File: src/rtl/regfile_sb.sv
// regfile_sb: integer register file with NUM_RD combinational read ports, one write port and a
// per-register pending-write scoreboard. Optional macro REGFILE_BYPASS_EN adds write-through forwarding.

module regfile_sb_rd_port #(
  parameter int AW     = 5,
  parameter int DW     = 32,
  parameter int PEND_W = 2
) (
  input  logic [AW-1:0]                  ad,
  input  logic [2**AW-1:0][DW-1:0]       regs,
  input  logic [2**AW-1:0][PEND_W-1:0]   pend,
  input  logic                           we,
  input  logic [AW-1:0]                  wad,
  input  logic [DW-1:0]                  wd,
  output logic [DW-1:0]                  rd,
  output logic                           busy
);
  logic nz;
  assign nz = (ad != '0);

`ifdef REGFILE_BYPASS_EN
  logic hit;
  assign hit = we && (wad == ad) && nz;

  // A retiring writeback hiding the last pending write makes the operand ready this cycle.
  always_comb begin
    rd   = '0;
    busy = 1'b0;
    if (hit)     rd = wd;
    else if (nz) rd = regs[ad];
    if (nz) busy = (pend[ad] != '0) && !(hit && (pend[ad] == PEND_W'(1)));
  end
`else
  logic unused_wb;
  assign unused_wb = ^{we, wad, wd};

  always_comb begin
    rd   = '0;
    busy = 1'b0;
    if (nz) begin
      rd   = regs[ad];
      busy = (pend[ad] != '0);
    end
  end
`endif
endmodule

module regfile_sb #(
  parameter int ADDRESS_WIDTH = 5,
  parameter int DATA_WIDTH    = 32,
  parameter int NUM_RD        = 2,
  parameter int PEND_W        = 2,
  parameter int DEBUG_REG     = 10
) (
  input  logic                            clk,
  input  logic                            rst,
  input  logic [NUM_RD*ADDRESS_WIDTH-1:0] AD_i,
  output logic [NUM_RD*DATA_WIDTH-1:0]    RD_o,
  output logic [NUM_RD-1:0]               busy_o,
  input  logic                            iss_valid_i,
  input  logic [ADDRESS_WIDTH-1:0]        iss_rd_i,
  output logic                            iss_ready_o,
  input  logic                            WE3_i,
  input  logic [ADDRESS_WIDTH-1:0]        AD3_i,
  input  logic [DATA_WIDTH-1:0]           WD3_i,
  input  logic                            flush_i,
  output logic [DATA_WIDTH-1:0]           a0_o
);
  localparam int                        NREG = 2**ADDRESS_WIDTH;
  localparam logic [PEND_W-1:0]         PMAX = '1;
  localparam logic [ADDRESS_WIDTH-1:0]  DBG  = ADDRESS_WIDTH'(DEBUG_REG);

  logic [NREG-1:0][DATA_WIDTH-1:0] regs;
  logic [NREG-1:0][PEND_W-1:0]     pend;
  logic [NREG-1:0]                 inc, dec;

  // Entry 0 is never written, so it stays at its reset value of zero.
  always_ff @(posedge clk or posedge rst) begin
    if (rst)                          regs         <= '0;
    else if (WE3_i && AD3_i != '0)    regs[AD3_i]  <= WD3_i;
  end

  // A saturated destination is still accepted if this cycle's writeback retires one of its writes.
  assign iss_ready_o = !((iss_rd_i != '0) && (pend[iss_rd_i] == PMAX) &&
                         !(WE3_i && (AD3_i == iss_rd_i)));

  always_comb begin
    inc = '0;
    dec = '0;
    for (int r = 1; r < NREG; r++) begin
      inc[r] = iss_valid_i && iss_ready_o && (iss_rd_i == ADDRESS_WIDTH'(r));
      dec[r] = WE3_i && (AD3_i == ADDRESS_WIDTH'(r)) && (pend[r] != '0);
    end
  end

  always_ff @(posedge clk or posedge rst) begin
    if (rst)          pend <= '0;
    else if (flush_i) pend <= '0;
    else begin
      for (int r = 1; r < NREG; r++) begin
        case ({inc[r], dec[r]})
          2'b10:   pend[r] <= pend[r] + PEND_W'(1);
          2'b01:   pend[r] <= pend[r] - PEND_W'(1);
          default: pend[r] <= pend[r];
        endcase
      end
    end
  end

  for (genvar k = 0; k < NUM_RD; k++) begin : g_rd
    regfile_sb_rd_port #(
      .AW     (ADDRESS_WIDTH),
      .DW     (DATA_WIDTH),
      .PEND_W (PEND_W)
    ) u_rd (
      .ad   (AD_i[k*ADDRESS_WIDTH +: ADDRESS_WIDTH]),
      .regs (regs),
      .pend (pend),
      .we   (WE3_i),
      .wad  (AD3_i),
      .wd   (WD3_i),
      .rd   (RD_o[k*DATA_WIDTH +: DATA_WIDTH]),
      .busy (busy_o[k])
    );
  end

  assign a0_o = regs[DBG];
endmodule

File: config.mk
export PLATFORM = sky130hd
export DESIGN_NAME = regfile_sb
export DESIGN_NICKNAME = d
export VERILOG_FILES = /design/src/rtl/regfile_sb.sv
export SDC_FILE = /design/constraint.sdc
export NUM_CORES = 2
export LEC_CHECK = 0
export CAP_MARGIN = 5
export CORE_ASPECT_RATIO = 1.2
export CORE_MARGIN = 3
export CORE_UTILIZATION = 45
export CTS_CLUSTER_DIAMETER = 40
export CTS_CLUSTER_SIZE = 20
export DETAILED_ROUTE_END_ITERATION = 8
export PLACE_DENSITY = 0.71
export SLEW_MARGIN = 20
export SYNTH_ARGS = -nofsm -noshare
export SYNTH_HDL_FRONTEND = slang
export SYNTH_SLANG_ARGS = --single-unit
File: constraint.sdc
create_clock -name clk -period 41.9 [get_ports clk]
set_input_delay 8.38 -clock clk [delete_from_list [all_inputs] [get_ports clk]]
set_output_delay 8.38 -clock clk [all_outputs]
set_load 0.03 [all_outputs]
==> results.tsv <==
metric	value	unit
status	completed	
io_buffers	155	
firstDrtPassIters	5	
ys_ff_latch	1086	
reg2reg_slack	39240	ps
ff2ff_path_depth	7	
syn-num-nets	4470	
grt_max_degree	179	
wire_per_inst	29.5	um
synth_adder_area_share	0	%
finalWirelength	179000	um
clock-sinks	1086	
finalClockSkew	14.1	ps
ys_seq_area_share	46.1	%
worstHoldPathType	reg -> reg	
maxSlewHeadroom	20.7	%
root_buffer	clkbuf_16	
hold_start	regs[18]	
setup_tns	0	ps
drt_iter0_markers	4329	
die-area	135000	um2
max-vdd-ir-drop	0.0432	mV
layout.cells.non_filler	6082	
worst_pin_slew	1190	ps
synth_top_cell_by_area	dfrtp_1	
whs	375	ps
nFillCells	10600	
cp_data_required_time	33520	ps
fin_util	50.8	%
drc	0	
holdPathStages	0	
finalCritPeriodShare	51.8	%
nets	4352	
endpoint_kind	output port	
antenna_found_initial	12	
cts_setup_buffers	0	
yosysTopAreaCellShare	46.1	%
dp_slack	20400	ps
synth_top_family_by_area	multiplexers	
core	129000	um2
die_width	336	um
cts_resized	0	
hpwlAfterDp	101000	um
finalHoldViolCount	0	
crit_family	buffers and inverters	
synthTopCellsByArea	dfrtp_1, mux4_2, mux2_2	
drtAntennaViolNets	0	
vias_per_cell	6.45	
drv_slew	0	
power.density	48.5	nW/um2
insertion_delay	750	ps
cp_max_fo	107	
synth-compound-area-share	2.10	%
max_cap_viol_count	0	
syn2layout_area_growth	11.2	%
r2r-start	pend[12]	
synthSimpleGateAreaFrac	8.08	%
synth-async-reset-ratio	100	%
period_minus_slack	21700	ps
finalSetupViolCount	0	
rows	144	
timing.final.ws_setup	20200	ps
worst_setup_path_start_kind	input port	
critPathMaxStageDelay	930	ps
io-pin-count	156	
placed_cell_area	61400	um2
htreeDepth	3	
clockBufferDepth	3	
ys_warn_count	0	
ys.flop_type	dfrtp_1	
cp.arrival	13320	ps
synth.distinct_cells	48	
die_height	403	um
p_total	3.18	mW
synth_mux_area_share	39.6	%
cts_tree	done	
overflow	0	
grt_pass1_vias	40400	
grt_use_total	26.8	%
grt_pass1_wl	269000	um
r2r_end	pend[27]	
crit_type	in -> out	
synth_area_per_cell	13.4	um2
dp.cells	5850	
fmax	46.1	MHz
path_clk_slew	60	ps
holdBufCountCts	0	
cts-buffers-inserted	121	
vias	39200	
min_to	regs[18]	
design_area	65600	um2
start_util	45.7	%
synth_area	59000	um2
synth_edf_count	0	
worst-path-buf-inv	4	
drive_gt1_share	40.4	%
p_leak	28.9	nW
syn_inst	4413	
rsz0062_at_grt	no	
cp_cell_sequence	buf_8 -> buf_4 -> buf_4 -> mux4_2 -> mux4_2 -> mux2i_1 -> nor2_1 -> clkdlybuf4s50_1	
synth_xor_area_share	0.535	%
finalWeightedCongestion	0.824	
slowest_stage	buf_4	
-- cell usage in the layout (no fill, tap or decap), types with 5 or more instances in the layout --
master,count
a21oi_1,66
bufinv_16,10
xnor2_1,28
xor2_1,8
clkbuf_16,123
mux2_2,722
clkbuf_8,9
clkinv_2,14
nor3b_1,32
a22o_1,8
nor2_1,136
and2_1,14
buf_4,82
inv_6,21
o21ai_0,48
clkinv_4,12
mux2i_1,60
o211ai_2,9
clkinv_8,8
nand2_4,5
nor4_1,6
o21ai_2,11
inv_8,11
o21bai_1,15
a211oi_1,24
buf_2,22
nand2_2,24
nor3_1,35
nor2_4,12
clkdlybuf4s50_1,122
nand2b_1,6
mux4_2,648
nand2_1,891
clkinvlp_4,11
or2_2,5
dfrtp_1,1086
clkbuf_1,7
-- kinds of logic after synthesis --
kind of cell | Yosys count
AO/OA/AOI/OAI | 193
multiplexers | 1432
XOR/XNOR | 36
AND/OR/NAND/NOR | 1185
flip-flops | 1086
buffers and inverters | 481
-- cells in the mapped netlist (all sizes together) (3+ instances only) --
cell / instances
nand2: 920
mux2: 722
and3: 4
mux4: 650
o22ai: 3
xnor2: 28
o21bai: 15
xor2: 8
dfrtp: 1086
buf: 166
clkbuf: 312
nand2b: 6
a21oi: 66
a22o: 8
inv: 3
nor4: 6
or2: 5
nor2: 148
and2: 15
nor3: 35
nor3b: 33
mux2i: 60
o211ai: 12
a211oi: 24
o21ai: 59
-- worst max-delay path by stage --
stage / from / to / slack, ps / cells after the start
after global routing: AD_i[0] / RD_o[13] / 20110 / 8
after global placement: AD_i[5] / RD_o[58] / 20430 / 9
final: AD_i[1] / RD_o[13] / 20200 / 8
after floorplan: rst / a0_o[0] / 2950 / 1
after detailed placement: AD_i[5] / RD_o[58] / 20400 / 9
after CTS: AD_i[5] / RD_o[58] / 20390 / 9
-- flip-flops by register name, summed over array words and instances (netlist names) --
signal / cells
regs: 992
pend: 62
a0_o: 32
-- power by group --
group	total (mW)	switching (mW)	internal [mW]	leakage, nW
clock	1.12	0.490	0.632	2.07
sequential	1.38	0.143	1.23	14.0
combinational	0.683	0.295	0.387	12.7
total	3.18	0.928	2.25	28.9
-- area by class of cell --
| cell class | count | area [um2] | area share [%] |
|---|---|---|---|
| repair buffers | 237 | 2110 | 3.22 |
| inverters | 3 | 18.8 | 0.0286 |
| well taps | 1679 | 2100 | 3.20 |
| flip-flops and latches | 1086 | 27200 | 41.4 |
| multi-input cells | 2846 | 29900 | 45.6 |
| clock inverters | 88 | 1030 | 1.57 |
| diodes | 4 | 10.0 | 0.0153 |
| clock buffers | 139 | 3230 | 4.92 |
-- layer usage --
metal | global-route usage [%] | share of wire [%]
met5 | 0 | 0.022
met4 | 13.6 | 5.4
met3 | 4.54 | 8.1
met2 | 42.8 | 48
met1 | 35.6 | 38
Note: power is estimated with default switching activity, not from simulation.
